## src/rtl/sdspi_burst_pkg.sv

```systemverilog


package sdspi_types;
    typedef enum logic [2:0] {
        spiNOP,
        spiCSL,
        spiCSH,
        spiSLOW,
        spiFAST,
        spiTR
`ifdef SDSPI_CRC16_EN
        ,
        spiCRCCLR
`endif
    } spiOP_t;

    typedef enum logic [2:0] {
        IDLE,
        LOAD,
        HIGH,
        LOW,
        WEND
    } state_t;

    localparam logic [15:0] CRC_POLY = 16'h1021;

`ifdef SDSPI_CRC16_EN
    // One bit of CRC-16-CCITT, MSB-first, matching the order bits leave on MOSI.
    function automatic logic [15:0] crc16_step(input logic [15:0] crc, input logic din);
        logic fb;
        fb = crc[15] ^ din;
        return {crc[14:0], 1'b0} ^ (fb ? CRC_POLY : 16'h0000);
    endfunction
`endif
endpackage

```

## src/rtl/sdspi_burst_clkdiv.sv

```systemverilog
// SCLK half-period divider: reloads with the selected divisor and flags terminal count.
// tc is high while the counter sits at zero, i.e. on the last cycle of a half-period.
module sdspi_clkdiv #(
    parameter int SLOW_DIV = 100,
    parameter int FAST_DIV = 2
) (
    input  logic clk,
    input  logic rst,
    input  logic fast,
    input  logic load,
    input  logic en,
    output logic tc
);
    localparam int MAX_DIV = (SLOW_DIV > FAST_DIV) ? SLOW_DIV : FAST_DIV;
    localparam int W       = ($clog2(MAX_DIV) < 1) ? 1 : $clog2(MAX_DIV);

    logic [W-1:0] count;

    always_ff @(posedge clk or negedge rst) begin
        if (!rst) begin
            count <= '0;
        end else if (load) begin
            count <= fast ? W'(FAST_DIV - 1) : W'(SLOW_DIV - 1);
        end else if (en && count != '0) begin
            count <= count - 1'b1;
        end
    end

    assign tc = (count == '0);
endmodule

```

## src/rtl/sdspi_burst.sv

```systemverilog
// SPI mode-0 burst master for the SD card, with per-word TX/RX handshake and busy flag.
// Defining SDSPI_CRC16_EN adds the spiCRC output, tracking CRC-16-CCITT over MOSI bits.
module sdspi_burst
    import sdspi_types::*;
#(
    parameter int DATA_W   = 8,
    parameter int SLOW_DIV = 100,
    parameter int FAST_DIV = 2,
    parameter int CNT_W    = 10
) (
    input  logic              clk,
    input  logic              rst,
    input  spiOP_t            spiOP,
    input  logic [CNT_W-1:0]  spiCNT,
    input  logic [DATA_W-1:0] spiTXD,
    output logic              spiTXACK,
    output logic [DATA_W-1:0] spiRXD,
    output logic              spiRXV,
    output logic              spiDONE,
    output logic              spiBUSY,
`ifdef SDSPI_CRC16_EN
    output logic [15:0]       spiCRC,
`endif
    output logic              spiCS,
    output logic              spiSCLK,
    output logic              spiMOSI,
    input  logic              spiMISO
);
    localparam int BIT_W = $clog2(DATA_W);

    state_t             state;
    logic               fast;
    logic [DATA_W-1:0]  tx_sh;
    logic [DATA_W-1:0]  rx_sh;
    logic [BIT_W-1:0]   bit_cnt;
    logic [CNT_W-1:0]   word_cnt;
    logic               start;
    logic               more_words;
    logic               div_load;
    logic               div_en;
    logic               div_tc;

    assign start      = (state == IDLE) && !spiBUSY && (spiOP == spiTR);
    assign more_words = (word_cnt > CNT_W'(1));

    // The divider reloads at every SCLK edge and whenever a new word begins.
    always_comb begin
        div_load = 1'b0;
        div_en   = 1'b0;
        case (state)
            IDLE:      div_load = start;
            LOW, HIGH: begin
                div_en   = 1'b1;
                div_load = div_tc;
            end
            WEND:      div_load = more_words;
            default:   ;
        endcase
    end

    sdspi_clkdiv #(
        .SLOW_DIV(SLOW_DIV),
        .FAST_DIV(FAST_DIV)
    ) u_clkdiv (
        .clk (clk),
        .rst (rst),
        .fast(fast),
        .load(div_load),
        .en  (div_en),
        .tc  (div_tc)
    );

    always_ff @(posedge clk or negedge rst) begin
        if (!rst) begin
            state    <= IDLE;
            fast     <= 1'b0;
            tx_sh    <= '0;
            rx_sh    <= '0;
            bit_cnt  <= '0;
            word_cnt <= '0;
            spiCS    <= 1'b1;
            spiSCLK  <= 1'b0;
            spiMOSI  <= 1'b1;
            spiRXD   <= '0;
            spiTXACK <= 1'b0;
            spiRXV   <= 1'b0;
            spiDONE  <= 1'b0;
            spiBUSY  <= 1'b0;
`ifdef SDSPI_CRC16_EN
            spiCRC   <= '0;
`endif
        end else begin
            spiTXACK <= 1'b0;
            spiRXV   <= 1'b0;
            spiDONE  <= 1'b0;
            case (state)
                IDLE: begin
                    // Busy is still high on the spiDONE cycle, so ops are ignored there too.
                    spiBUSY <= 1'b0;
                    if (!spiBUSY) begin
                        case (spiOP)
                            spiCSL:  spiCS <= 1'b0;
                            spiCSH:  spiCS <= 1'b1;
                            spiSLOW: fast  <= 1'b0;
                            spiFAST: fast  <= 1'b1;
                            spiTR: begin
                                tx_sh    <= spiTXD;
                                spiMOSI  <= spiTXD[DATA_W-1];
                                bit_cnt  <= BIT_W'(DATA_W - 1);
                                word_cnt <= (spiCNT == '0) ? CNT_W'(1) : spiCNT;
                                spiTXACK <= 1'b1;
                                spiBUSY  <= 1'b1;
                                state    <= LOW;
                            end
`ifdef SDSPI_CRC16_EN
                            spiCRCCLR: spiCRC <= '0;
`endif
                            default: ;
                        endcase
                    end
                end
                LOW: begin
                    if (div_tc) begin
                        spiSCLK <= 1'b1;
                        rx_sh   <= {rx_sh[DATA_W-2:0], spiMISO};
`ifdef SDSPI_CRC16_EN
                        spiCRC  <= crc16_step(spiCRC, spiMOSI);
`endif
                        state   <= HIGH;
                    end
                end
                HIGH: begin
                    if (div_tc) begin
                        spiSCLK <= 1'b0;
                        if (bit_cnt != '0) begin
                            bit_cnt <= bit_cnt - 1'b1;
                            tx_sh   <= {tx_sh[DATA_W-2:0], 1'b0};
                            spiMOSI <= tx_sh[DATA_W-2];
                            state   <= LOW;
                        end else begin
                            state   <= WEND;
                        end
                    end
                end
                WEND: begin
                    spiRXD   <= rx_sh;
                    spiRXV   <= 1'b1;
                    word_cnt <= word_cnt - 1'b1;
                    if (more_words) begin
                        tx_sh    <= spiTXD;
                        spiMOSI  <= spiTXD[DATA_W-1];
                        bit_cnt  <= BIT_W'(DATA_W - 1);
                        spiTXACK <= 1'b1;
                        state    <= LOW;
                    end else begin
                        spiDONE  <= 1'b1;
                        spiMOSI  <= 1'b1;
                        state    <= IDLE;
                    end
                end
                default: state <= IDLE;
            endcase
        end
    end
endmodule

```

## config.mk

```make
export PLATFORM = sky130hd
export DESIGN_NAME = sdspi_burst
export DESIGN_NICKNAME = d
export VERILOG_FILES = /design/src/rtl/sdspi_burst_pkg.sv /design/src/rtl/sdspi_burst_clkdiv.sv /design/src/rtl/sdspi_burst.sv
export SDC_FILE = /design/constraint.sdc
export NUM_CORES = 1
export LEC_CHECK = 0
export BUFFER_PORTS_ARGS = -buffer_cell sky130_fd_sc_hd__clkbuf_2
export CAP_MARGIN = 40
export CORE_MARGIN = 1
export CORE_UTILIZATION = 55
export CTS_CLUSTER_DIAMETER = 50
export CTS_CLUSTER_SIZE = 20
export DETAILED_ROUTE_END_ITERATION = 8
export GPL_TIMING_DRIVEN = 0
export PLACE_DENSITY = 0.82
export SLEW_MARGIN = 20
export SYNTH_ARGS = -nofsm -noshare
export SYNTH_HDL_FRONTEND = slang
export SYNTH_SLANG_ARGS = --single-unit
```

## constraint.sdc

```tcl
create_clock -name clk -period 2.8 [get_ports clk]
set_input_delay 0.14 -clock clk [delete_from_list [all_inputs] [get_ports clk]]
set_output_delay 0.14 -clock clk [all_outputs]
set_load 0.005 [all_outputs]
```

==> impl_results.md, run 1 <==
* Worst Setup Path Type: register to register
* Worst path slowest cell: a221oi_1
* Core ar. at 4820 sq um
* Clk sinks at 54
* Crit-path max cell delay at 470 ps
* Vias per cell at 5.74
* Leakage at 0.00149 uW
* Worst clock skew at ~15 ps
* Final HPWL DP at 4150 um
* Compound-Gate Fraction of Synth Area at 0.201
* Wire length of the first global-routing pass at 9780 um
* Site Rows at 25
* Reg2Reg Depth at 6
* Final setup TNS at 0 ps
* Post-DRT Antenna Nets at 0
* DRT iter0 DRCs at roughly 140
* Critical path data arrival time at 2720 ps
* PortBufs at 38
* Largest family of logic cells by synthesized area: compound AO/OA/AOI/OAI gates
* Die Area at 5390 sq um
* Max clock buf depth at 2
* Max-cap violations at 0
* Most used flip-flop cell after synthesis: dfrtp_1
* Gr ovfl total at 0
* Fin. Hold Viols at 0
* Slew HR at 0.506
* Peak VDD IR at 0.348 mV
* Hold depth at 3
* Via Count at 2,331
* FF-to-FF Start: u_clkdiv.count[0]$_DFFE_PN0P_
* Critical Path RT at 3010 ps
* Status: complete, no violations
* Critical path peak fanout at 10
* Clock transition at path regs at 110 ps
* Die width at between 70 and 80 um
* Initial antenna violation count at 0
* Yosys warns at 0
* Vias in the first global route at 2,123
* Layout cells sized above 1 at 0.209
* Synthesized cell area at 2800 sq um
* Synth Area in XOR/XNOR at 0
* CP Buf/Inv Count at 1
* Area share of and/or/nand/nor cells after synthesis at 0.187
* Hold EP: spiMOSI$_DFFE_PN1P_
* N_diodes at 0
* Initial Util at 0.582
* Global placement routability congestion at around 0.83
* TritonCTS buffer count at 5
* Wire per inst at approximately 15 um
* Post-DP Area at 3080 sq um
* DRC viols at 0
* Mean area per synthesized cell at 9.60 sq um
* Share of the synthesized area in the top cell type at 0.464
* PD cells at 431 nW/um^2
* Nets@finish at 367
* Type of the tightest min-delay check: primary input to register
* Cell area after layout at roughly 3200 sq um
* Top-level I/O count at 39
* CTS tree: done
* Library cells used by synthesis at 53
* Fin crit period at 2510 ps
* Post-synthesis sequential element count at 54
* Critical Path End Type: register
* CP startpoint kind: register
* Fillers at 399
* Chip height at 73.4 um
* RSZ-0062 raised after global routing: false
* Post-Synth Adder-Cell Area at 0.0223
* Post-synthesis mux area share at 0.0473
* Global Route Usage Sum at 0.237
* Min-Delay Startpoint: spiTXD[7]
* Cell taking the most area after synthesis: dfrtp_1
* Synthesized Nets at ~320
* Synth area leaders: dfrtp_1, nand2_1, mux2_2
* Post-synth EDFFs at 0
* Seq/Total Area, Yosys at 0.483
* Max Freq at 399 MHz
* Worst r2r dst: bit_cnt[2]$_DFFE_PN0P_
* Area grow syn2layout at 14.4%
* Fin crit share at 0.895
* Crit path cell chain: inv_1, ha_1, nor4b_1, nand4b_1, a221oi_1, mux2_2
* Clk root buf: clkbuf_8
* # setup viols final at 0
* Asr flop ratio synth at 1.00
* Register-to-register setup slack at 290 ps
* First drt pass iteration count at 4
* Clock Latency Late Sink at 310 ps
* H-tree Lvls at 2
* Slew @ Worst Pin at 740 ps
* CTS resizes at 0
* Drt total wl at just under 6000 um
* Crit-path leading delay family: simple AND/OR/NAND/NOR gates
* Slew Limit Fails at 0
* Largest net degree at the start of global routing at 55
* Mapped Cells at 292
[worst min-delay path, delay by kind of cell]
kind                   cells  cell delay, ps
AOI/OAI and AO/OA          1              70
buffers and inverters      2             120
[per-stage QoR]
stage	utilization	setup WS, ps	hold WS [ps]	instances	total power, uW
2_1_floorplan	-	734	-156	292	819
3_3_place_gp	0.639	403	353	397	857
3_5_place_dp	0.639	381	276	397	858
4_1_cts	0.666	317	25.6	406	1400
5_1_grt	0.666	127	37.0	406	1430
6_report	0.666	294	25.9	406	1380
[layout make-up]
type / count / area [sq um] / area share
inverter: 22 / 82.6 / 0.0258
buffer: 15 / 82.6 / 0.0258
clock inverter: 3 / 47.5 / 0.0148
clock buffer: 5 / 68.8 / 0.0215
timing repair buffer: 39 / 203 / 0.0632
multi-input combinational: 201 / 1280 / 0.401
sequential: 54 / 1350 / 0.422
tap: 67 / 83.8 / 0.0261
[layer usage]
| layer | wire (um) | track usage | up-vias |
|---|---|---|---|
| met5 | 0 | 0 | - |
| met4 | 46 | 0.0577 | 0 |
| met3 | 242 | 0.0439 | 6 |
| met2 | 2860 | 0.378 | 50 |
| met1 | 2820 | 0.336 | 1125 |
| li1 | - | - | 1150 |
[sequential cells by signal, indices dropped and copies added, names as in the netlist]
register and flops:
spiTXACK 1, fast 1, rx_sh 8, spiRXD 8, spiSCLK 1, state 3, spiCS 1, spiMOSI 1
word_cnt 10, spiDONE 1, spiRXV 1, u_clkdiv.count 7, spiBUSY 1, bit_cnt 3, tx_sh 7
[cell families after synthesis]
| kind of cell | Yosys count |
|---|---|
| AOI/OAI and AO/OA | 85 |
| adders and majority gates | 5 |
| buffers and inverters | 37 |
| DFF | 54 |
| muxes | 12 |
| and+or+nand+nor | 99 |
[where the power goes]
group | switching (uW) | total [uW] | internal (uW)
registers | 4.43 | 790 | 786
clock network | 268 | 540 | 271
logic | 30.6 | 52.6 | 22.0
total | 304 | 1380 | 1080
[worst max-delay path by stage]
stage                                  start                      to  slack (ps)  cells after the start
4_1_cts        u_clkdiv.count[0]$_DFFE_PN0P_  bit_cnt[2]$_DFFE_PN0P_         320                      6
3_5_place_dp   u_clkdiv.count[0]$_DFFE_PN0P_  bit_cnt[2]$_DFFE_PN0P_         380                      6
2_1_floorplan  u_clkdiv.count[0]$_DFFE_PN0P_  bit_cnt[2]$_DFFE_PN0P_         730                      6
5_1_grt        u_clkdiv.count[0]$_DFFE_PN0P_  bit_cnt[2]$_DFFE_PN0P_         130                      6
3_3_place_gp   u_clkdiv.count[0]$_DFFE_PN0P_  bit_cnt[2]$_DFFE_PN0P_         400                      6
6_report       u_clkdiv.count[0]$_DFFE_PN0P_  bit_cnt[2]$_DFFE_PN0P_         290                      6
[cells in the mapped netlist (2+ instances only)]
| cell | n |
|---|---|
| o2bb2ai_1 | 3 |
| nor3b_1 | 2 |
| nor3_1 | 10 |
| nor4_1 | 2 |
| nand2b_1 | 7 |
| o221a_2 | 2 |
| a211oi_1 | 13 |
| a22o_1 | 2 |
| mux2i_1 | 2 |
| o211ai_1 | 2 |
| dfrtp_1 | 52 |
| clkbuf_1 | 8 |
| inv_1 | 22 |
| a21o_1 | 2 |
| buf_6 | 3 |
| or4_1 | 4 |
| o21ai_0 | 18 |
| o22a_1 | 2 |
| dfstp_2 | 2 |
| mux2_2 | 10 |
| o21a_1 | 2 |
| or3_1 | 3 |
| nand3_1 | 8 |
| ha_1 | 5 |
| nor2_1 | 11 |
| o32ai_1 | 2 |
| a21oi_1 | 15 |
| buf_2 | 3 |
| a22oi_1 | 2 |
| nand2_1 | 39 |
| and3_1 | 2 |
| o22ai_1 | 9 |
| a31oi_1 | 3 |
[cell usage in the layout, fill, tap and decap left out, types with 2 or more instances in the layout]
cell	count
buf_6	3
o22a_1	2
nand3_1	8
a21oi_1	15
o22ai_1	9
inv_1	22
buf_2	3
a22o_1	2
nor4_1	2
or4_1	4
nand2_1	39
o211ai_1	2
dfstp_2	2
a21o_1	2
o2bb2ai_1	3
a211oi_1	13
mux2i_1	2
mux2_2	10
o32ai_1	2
and3_1	2
a22oi_1	2
nand2b_1	7
nor3b_1	2
or3_1	3
clkbuf_8	5
nor3_1	10
ha_1	5
a31oi_1	3
clkbuf_1	8
o21ai_0	18
o221a_2	2
clkbuf_2	37
o21a_1	2
dfrtp_1	52
nor2_1	11
[timing repair]
item / in CTS / in global routing
buffers inserted: 0 / 0
hold buffers: 1 / 0
endpoints found under the hold margin: 52 / 0
Power figures use the tool's default switching activity.
==> run 2: changes to the inputs <==
--- a/config.mk
+++ b/config.mk
@@ -14,6 +14,7 @@
 export DETAILED_ROUTE_END_ITERATION = 8
 export GPL_TIMING_DRIVEN = 0
 export PLACE_DENSITY = 0.82
+export REMOVE_ABC_BUFFERS = 1
 export SLEW_MARGIN = 20
 export SYNTH_ARGS = -nofsm -noshare
 export SYNTH_HDL_FRONTEND = slang
==> run 2 against run 1 <==
Fmax fell by 6.7%. Clock power fell by 14%. Largest cell class unchanged. Via count fell by 1.2%. Die area did not move. Final cell count fell by 3.4%. Total power fell by 5.4%. Non-clock buffer count fell by 14. Highest routed layer unchanged. Critical path type unchanged. Sequential power barely moved. Setup slack got worse by 180 ps. Sequential cell count did not move. First-iteration DRC count rose by 5.1%.
==> impl_results.md, run 2 (synthesized netlist as in run 1, its figures left out) <==
* Status: complete, no violations
* Layout Utilization at 0.648 (-0.0179)
* Critical Path RT at 3010 ps (about the same)
* Critical path data arrival time at 2900 ps (+180 ps)
* Critical path launch point: word_cnt[4]$_DFFE_PN0P_
* Wire length of the first global-routing pass at 9430 um (-3.6%)
* Worst Setup Path Type: register to register
* FF-to-FF Start: word_cnt[4]$_DFFE_PN0P_
* Gr ovfl total at 0 (unchanged)
* Fin. Hold Viols at 0 (unchanged)
* Initial antenna violation count at 0 (unchanged)
* Wire per inst at 14.8 um (+1.0%)
* Largest register FFs at 10 (unchanged)
* DRT iter0 DRCs at 145 (+5.1%)
* Final HPWL DP at 3920 um (-5.7%)
* Vias in the first global route at 2,087 (-1.7%)
* Type of the tightest min-delay check: primary input to register
* First drt pass iteration count at 4 (unchanged)
* Drt total wl at 5820 um (-2.4%)
* TritonCTS buffer count at 5 (unchanged)
* Fin crit period at 2690 ps (+179 ps)
* Chip height at 73.4 um (unchanged)
* Die Area at 5390 sq um (unchanged)
* Initial Util at 0.582 (unchanged)
* PortBufs at 38 (unchanged)
* Hold depth at 3 (unchanged)
* CTS tree: done
* Slew HR at 0.498 (-0.00863)
* Biggest regs: word_cnt x10, rx_sh x8, spiRXD x8
* Via Count at 2,303 (-1.2%)
* Nets@finish at 353 (-3.8%)
* Peak VDD IR at 0.367 mV (+5.4%)
* Register-to-register setup slack at 110 ps (-180 ps)
* Most flop-heavy register: word_cnt
* Reg2Reg Depth at 4 (-2)
* CP startpoint kind: register
* Critical path peak fanout at 14 (+4)
* Max Freq at 372 MHz (-6.7%)
* H-tree Lvls at 2 (unchanged)
* Max clock buf depth at 2 (unchanged)
* Vias per cell at 5.88 (+2.3%)
* Global placement routability congestion at 0.831 (+0.24%)
* Largest net degree at the start of global routing at 55 (unchanged)
* Site Rows at 25 (unchanged)
* Die width at 73.4 um (unchanged)
* PD cells at 419 nW/um^2 (-2.8%)
* Clock transition at path regs at 110 ps (about the same)
* Worst hold slack at 7.18 ps (-18.7 ps)
* Leakage at 0.00143 uW (-3.9%)
* Worst r2r dst: bit_cnt[1]$_DFFE_PN0P_
* DRC viols at 0 (unchanged)
* Final setup TNS at 0 ps (unchanged)
* Area grow syn2layout at 11.3%
* Worst clock skew at 9.52 ps (-5.36 ps)
* Top-level I/O count at 39 (unchanged)
* Slew @ Worst Pin at 748 ps (+7.33 ps)
* Clk root buf: clkbuf_8
* Clock Latency Late Sink at 320 ps (about the same)
* Multi-input logic area at 1290 sq um (+0.39%)
* Critical Path End Type: register
* Fin crit share at 0.959 (+0.0640)
* Max-cap violations at 0 (unchanged)
* Clk sinks at 54 (unchanged)
* Most frequent cells in the layout: dfrtp_1, nand2_1, clkbuf_2
* Min-Delay Startpoint: spiTXD[7]
* Seq. cell area at 1360 sq um (about the same)
* RSZ-0062 raised after global routing: false
* # setup viols final at 0 (unchanged)
* Global Route Usage Sum at 0.230 (-0.00619)
* Setup Buffers After CTS at 0 (unchanged)
* Fillers at 413 (+3.5%)
* N_diodes at 0 (unchanged)
* Slew Limit Fails at 0 (unchanged)
* Core ar. at 4820 sq um (unchanged)
* Post-DRT Antenna Nets at 0 (unchanged)
* Hold EP: spiMOSI$_DFFE_PN1P_
* Layout cells sized above 1 at 0.215 (+0.00595)
* Commonest non-fill, non-tap cell in the layout: dfrtp_1
## run 2: cell count changes in the layout (fill, tap and decap cells not counted), moves of 2 or more
cell,change
clkbuf_1,-8
buf_2,-3
buf_6,-3
inv_6,+2
## run 2: cell type report
| type | instances | share of cell area |
|---|---|---|
| Tap cell | 67 | 0.0269 |
| Multi-Input combinational cell | 201 | 0.413 |
| Sequential cell | 54 | 0.434 |
| Clock buffer | 5 | 0.0221 |
| Clock inverter | 3 | 0.00842 |
| Timing Repair Buffer | 40 | 0.0674 |
| Inverter | 22 | 0.0277 |
## run 2: per-layer routing
metal / up-vias / GRT usage / share of wire
li1: 1124 / - / -
met1: 1090 / 0.304 / 0.46
met2: 79 / 0.377 / 0.46
met3: 10 / 0.0590 / 0.065
met4: 0 / 0.0684 / 0.016
met5: - / 0 / 0
## run 2: worst max path at each step
stage,to,slack [ps],depth (start not counted)
floorplan,bit_cnt[1]$_DFFE_PN0P_,390,5
global placement,bit_cnt[1]$_DFFE_PN0P_,-380,5
detailed placement,bit_cnt[1]$_DFFE_PN0P_,-420,5
CTS,bit_cnt[1]$_DFFE_PN0P_,110,4
global route,bit_cnt[1]$_DFFE_PN0P_,7,4
finish,bit_cnt[1]$_DFFE_PN0P_,110,4
## run 2: where the power goes
group          switching, uW  internal, uW
registers               4.83           786
clock network            279           186
logic                   29.7          21.8
total                    314           994
## run 2: through the flow
stage	worst slack [ps]	instance area (sq um)	std cells	power (uW)
after detailed placement	-417	3000	382	858
after CTS	110	3110	391	1320
after floorplan	389	2720	277	819
after global routing	6.85	3120	392	1350
final	115	3120	392	1310
after global placement	-378	3000	382	856
## run 2: timing repair
action                     4_1_cts  5_1_grt
pin swaps                        1        0
setup endpoints to repair       12        1
resized for setup                3        1
hold endpoints to repair        52        0
hold buffers                     1        0
## run 2: worst max-delay path: stages (launching register included)
cell	delay [ps]
dfrtp_1	480
or4_4	590
nor4_4	580
a22o_1	540
mux2_2	390
